## src/rtl/prog_sequence_detector_if.sv

```systemverilog
// prog_sequence_detector_if: config, serial stream and status signals of the detector
interface prog_sequence_detector_if #(
   parameter int MAX_LEN = 8,
   parameter int CNT_W   = 8,
   parameter int LEN_W   = $clog2(MAX_LEN + 1)
);
   logic               cfg_we;
   logic [MAX_LEN-1:0] cfg_pattern;
   logic [LEN_W-1:0]   cfg_len;
   logic               cfg_overlap;
   logic               in_valid;
   logic               in;
   logic               cnt_clr;
   logic               detected;
   logic [CNT_W-1:0]   match_count;
   logic               cfg_err;
   logic               armed;
   modport master (
      output cfg_we, cfg_pattern, cfg_len, cfg_overlap, in_valid, in, cnt_clr,
      input  detected, match_count, cfg_err, armed
   );
   modport slave (
      input  cfg_we, cfg_pattern, cfg_len, cfg_overlap, in_valid, in, cnt_clr,
      output detected, match_count, cfg_err, armed
   );
endinterface

```

## src/rtl/prog_sequence_detector.sv

```systemverilog
// prog_sequence_detector: runtime-programmable serial pattern detector with
// overlap control, registered match pulse and saturating match counter.
module prog_sequence_detector #(
   parameter int MAX_LEN = 8,
   parameter int CNT_W   = 8
) (
   input logic clk,
   input logic reset,
   prog_sequence_detector_if.slave bus
);
   localparam int LEN_W = $clog2(MAX_LEN + 1);
   localparam logic [LEN_W-1:0] LEN_MAX = LEN_W'(MAX_LEN);
   typedef enum logic {UNCFG, RUN} state_t;
   state_t             state_q, state_d;
   logic [MAX_LEN-1:0] pat_q, pat_d, hist_q, hist_d, hist_sh, mask;
   logic [LEN_W-1:0]   len_q, len_d, fill_q, fill_d, fill_inc;
   logic               ovl_q, ovl_d, det_q, det_d, err_q, err_d;
   logic [CNT_W-1:0]   cnt_q, cnt_d;
   logic               cfg_ok, shift, match;
   always_comb begin
      cfg_ok   = bus.cfg_we && bus.cfg_len != '0 && bus.cfg_len <= LEN_MAX;
      shift    = state_q == RUN && bus.in_valid && !cfg_ok;
      hist_sh  = {hist_q[MAX_LEN-2:0], bus.in};
      fill_inc = fill_q == LEN_MAX ? fill_q : fill_q + 1'b1;
      // Bits of the pattern above len-1 are masked out of the compare.
      mask     = ~({MAX_LEN{1'b1}} << len_q);
      match    = shift && fill_inc >= len_q && ((hist_sh ^ pat_q) & mask) == '0;
      state_d  = cfg_ok ? RUN : state_q;
      pat_d    = cfg_ok ? bus.cfg_pattern : pat_q;
      len_d    = cfg_ok ? bus.cfg_len : len_q;
      ovl_d    = cfg_ok ? bus.cfg_overlap : ovl_q;
      hist_d   = cfg_ok ? '0 : shift ? hist_sh : hist_q;
      fill_d   = cfg_ok || (match && !ovl_q) ? '0 : shift ? fill_inc : fill_q;
      det_d    = match;
      err_d    = bus.cfg_we && !cfg_ok;
      cnt_d    = bus.cnt_clr ? CNT_W'(match) :
                 (match && cnt_q != '1) ? cnt_q + 1'b1 : cnt_q;
   end
   always_ff @(posedge clk or posedge reset) begin
      if (reset) begin
         state_q <= UNCFG;
         pat_q   <= '0;
         len_q   <= '0;
         ovl_q   <= 1'b0;
         hist_q  <= '0;
         fill_q  <= '0;
         det_q   <= 1'b0;
         err_q   <= 1'b0;
         cnt_q   <= '0;
      end else begin
         state_q <= state_d;
         pat_q   <= pat_d;
         len_q   <= len_d;
         ovl_q   <= ovl_d;
         hist_q  <= hist_d;
         fill_q  <= fill_d;
         det_q   <= det_d;
         err_q   <= err_d;
         cnt_q   <= cnt_d;
      end
   end
   assign bus.detected    = det_q;
   assign bus.match_count = cnt_q;
   assign bus.cfg_err     = err_q;
   assign bus.armed       = state_q == RUN;
endmodule

```

## src/flat_wrapper.sv

```systemverilog
// flat-port wrapper written by rule: the top's interface ports become plain ports
module prog_sequence_detector_flat 
#(
   parameter int MAX_LEN = 8,
   parameter int CNT_W   = 8
)
  (clk, reset, bus_cfg_we, bus_cfg_pattern, bus_cfg_len, bus_cfg_overlap, bus_in_valid, bus_in, bus_cnt_clr, bus_detected, bus_match_count, bus_cfg_err, bus_armed);
  prog_sequence_detector_if #(.MAX_LEN(MAX_LEN), .CNT_W(CNT_W)) bus_i ();
  input logic clk;
  input logic reset;
  input wire logic [$bits(bus_i.cfg_we)-1:0] bus_cfg_we;
  input wire logic [$bits(bus_i.cfg_pattern)-1:0] bus_cfg_pattern;
  input wire logic [$bits(bus_i.cfg_len)-1:0] bus_cfg_len;
  input wire logic [$bits(bus_i.cfg_overlap)-1:0] bus_cfg_overlap;
  input wire logic [$bits(bus_i.in_valid)-1:0] bus_in_valid;
  input wire logic [$bits(bus_i.in)-1:0] bus_in;
  input wire logic [$bits(bus_i.cnt_clr)-1:0] bus_cnt_clr;
  output wire logic [$bits(bus_i.detected)-1:0] bus_detected;
  output wire logic [$bits(bus_i.match_count)-1:0] bus_match_count;
  output wire logic [$bits(bus_i.cfg_err)-1:0] bus_cfg_err;
  output wire logic [$bits(bus_i.armed)-1:0] bus_armed;
  assign bus_i.cfg_we = bus_cfg_we;
  assign bus_i.cfg_pattern = bus_cfg_pattern;
  assign bus_i.cfg_len = bus_cfg_len;
  assign bus_i.cfg_overlap = bus_cfg_overlap;
  assign bus_i.in_valid = bus_in_valid;
  assign bus_i.in = bus_in;
  assign bus_i.cnt_clr = bus_cnt_clr;
  assign bus_detected = bus_i.detected;
  assign bus_match_count = bus_i.match_count;
  assign bus_cfg_err = bus_i.cfg_err;
  assign bus_armed = bus_i.armed;
  prog_sequence_detector #(.MAX_LEN(MAX_LEN), .CNT_W(CNT_W)) u_core (.clk(clk), .reset(reset), .bus(bus_i));
endmodule
```

## config.mk

```make
export PLATFORM = sky130hd
export DESIGN_NAME = prog_sequence_detector_flat
export DESIGN_NICKNAME = d
export VERILOG_FILES = /design/src/rtl/prog_sequence_detector_if.sv /design/src/rtl/prog_sequence_detector.sv /design/src/flat_wrapper.sv
export SDC_FILE = /design/constraint.sdc
export NUM_CORES = 1
export LEC_CHECK = 0
export ABC_AREA = 1
export CORE_MARGIN = 4
export CORE_UTILIZATION = 47
export DETAILED_ROUTE_END_ITERATION = 10
export PLACE_DENSITY = 0.71
export SLEW_MARGIN = 15
export SYNTH_ARGS = -nofsm -noshare
export SYNTH_HDL_FRONTEND = slang
export SYNTH_SLANG_ARGS = --single-unit
```

## constraint.sdc

```tcl
create_clock -name clk -period 3.08 [get_ports clk]
set_input_delay 0.308 -clock clk [delete_from_list [all_inputs] [get_ports clk]]
set_output_delay 0.308 -clock clk [all_outputs]
set_load 0.1 [all_outputs]
```

==> impl_metrics.ini <==
[timing]
relSlewSlack_pct = 35.3
max_freq_ghz = 0.458
drv_slew = 0
setup_viol = 0
fin_setup_tns_ps = 0
tightestPinTransition_ps = 968
period_minus_slack_ps = 2180
fin_skew_ps = 11.6
timing.final.crit_share_pct = 70.9
hold_viol = 0
rsz0062_at_grt = no

[power]
leakagePower_nw = 1.22
pwr_density_cell_mw_per_mm2 = 557
peakVddDrop_mv = 0.259

[detailed_routing]
vias = 1631
top_layer_used = met4
postRouteAntennaNets = 0
firstDrtPassIters = 4
vias_per_cell = 4.71
wl_um = 3880
wire_per_inst_um = 11.2
met2WireLength_um = 1740
drt_iter0_markers = 48
met1_length_um = 1930
wl_met3_um = 155
drc = 0

[worst_setup_path]
slowest_stage = dfrtp_1
crit_chain = inv_1 > ha_1 > nand2_1 > nand3_1 > o21ai_0 > ha_1 > nand2_1 > o21bai_1 > nand2_1 > nor2_1 > nor2_4 > nand3_4 > nand2_4 > nand2_1 > nand2_1
arrival_ps = 2360
slowest_delay_ps = 390
crit_type = reg2reg
start_kind = flop
cpMostUsedCell = nand2_1
r2r_slack_ps = 900
cp_data_required_time_ps = 3260
crit_fanout = 9
cp-end-kind = flop

[clocking]
htreeDepth = 2
cts_resized = 0
post-cts-setup-buffers = 0
cts_tree = yes
cts_hold_buf = 0
clk_pin_slew_worst_paths_ps = 70
root_buffer = clkbuf_8
clockBufferDepth = 2
clk_latency_ps = 290
cts_buffers = 5
numClockSinks = 35

[place]
place_inst = 339
numPortBuffers = 29
dp_hpwl_um = 2920
routabilityCongestion = 0.769

[finish]
nets = 322
mostFrequentLayoutCell = nand2_1
diodes = 0
drive_gt1_share_pct = 10.1
fin_cells = 346
syn_to_final_growth_pct = 21.2
layout_common_cells = 89 x nand2_1, 38 x inv_1, 35 x dfrtp_1

[logic_synthesis]
syn_area_mm2 = 0.00197
synthCells = 262
syn_area_per_cell_um2 = 7.53
yosys_warnings = 0
synth_seq_cells = 35
synth_nets = 288
synth_cell_type_count = 29
seq_area_frac_synth_pct = 44.4

[floorplan]
die_h_um = 72.8
dieWidth_um = 72.8
num_rows = 23
core_mm2 = 0.00403
io-pin-count = 30
die_area_mm2 = 0.00530
start_util_pct = 49.0

[grt]
grt_pass1_wl_um = 7050
grt_start_max_net_pins = 36
overflow = 0
track_usage_pct = 16.9
antenna_found_initial = 0
grt_pass1_vias = 1618

[outcome]
status = finished, final reports clean

[run]
maxCapViolations = 0

[hold_path]
hold_class = in2async
[final timing paths]
path                                   from                        end  cells past startpoint
max                        u_core.fill_q[0]  u_core.bus.match_count[3]                     15
min                                   reset  u_core.bus.match_count[0]                      3
max reg2reg                u_core.fill_q[0]  u_core.bus.match_count[3]                     15
min reg2reg                u_core.bus.armed           u_core.bus.armed                      1
max in group asynchronous             reset            u_core.pat_q[2]                      3
min in group clk           u_core.bus.armed           u_core.bus.armed                      1
[where the power goes]
part	internal, mW	switching [mW]	total, mW
combinational	0.156	0.283	0.439
sequential	0.513	0.0456	0.559
clock	0.175	0.159	0.335
[cells in the mapped netlist, drive strengths merged]
cell     n  share of area, %
nand2   91                18
inv     41               7.8
dfrtp   35                44
nor2    22               5.1
nand3   21               6.2
o21ai   18               4.8
ha       7               4.4
o22ai    7               2.2
xor2     4               1.8
buf      2              0.63
clkbuf   2              0.38
clkinv   2              0.38
nand4    2               1.4
nor3b    2              0.76
or2      2              0.63
a21oi    1              0.25
nor3     1              0.25
o21bai   1              0.38
xnor2    1              0.44
[registers in the layout, summed over array words and instances (netlist names)]
register,flops
u_core.bus.match_count,8
u_core.hist_q,7
u_core.bus.armed,1
u_core.bus.detected,1
u_core.bus.cfg_err,1
u_core.pat_q,8
u_core.ovl_q,1
u_core.fill_q,4
u_core.len_q,4
[per-layer routing]
metal | track usage (%) | vias up
li1 | - | 881
met1 | 23.2 | 712
met2 | 26.6 | 31
met3 | 3.44 | 7
met4 | 5.74 | 0
met5 | 0 | -
[layout make-up]
cell class	instances	area, um^2
Multi-Input combinational cell	180	916
Timing Repair Buffer	31	288
Sequential cell	35	876
Fill cell	377	1640
Clock buffer	6	82.6
Tap cell	50	62.6
Inverter	43	161
Clock inverter	1	5.00
[critical path: cells and delay by family, from the launching register on]
| family | cells | cell delay (ps) |
|---|---|---|
| buf+inv | 1 | 80 |
| simple gates | 10 | 870 |
| compound gates | 2 | 230 |
| flops | 1 | 390 |
| fa+ha+maj | 2 | 500 |
[logic make-up after synthesis]
kind of cell	Yosys count	synth area share, %
xor gates and xnor gates	5	2.22
adders and majority gates	7	4.44
AOI/OAI and AO/OA	27	7.61
buffers and inverters	47	9.19
DFF	35	44.4
and+or+nand+nor	141	32.1
[stage by stage]
stage               setup WS (ps)  hold slack [ps]  utilization (%)  power (mW)  instance area (um^2)
CTS                           877              438             59.3        1.35                  2390
detailed placement            824              492             57.2        1.01                  2300
finish                        897              421             59.3        1.33                  2390
global placement              853              489             57.2        1.00                  2300
floorplan                     838              414                -       0.904                  1970
global route                  594              489             59.3        1.44                  2390
(Power assumes the default switching activity.)
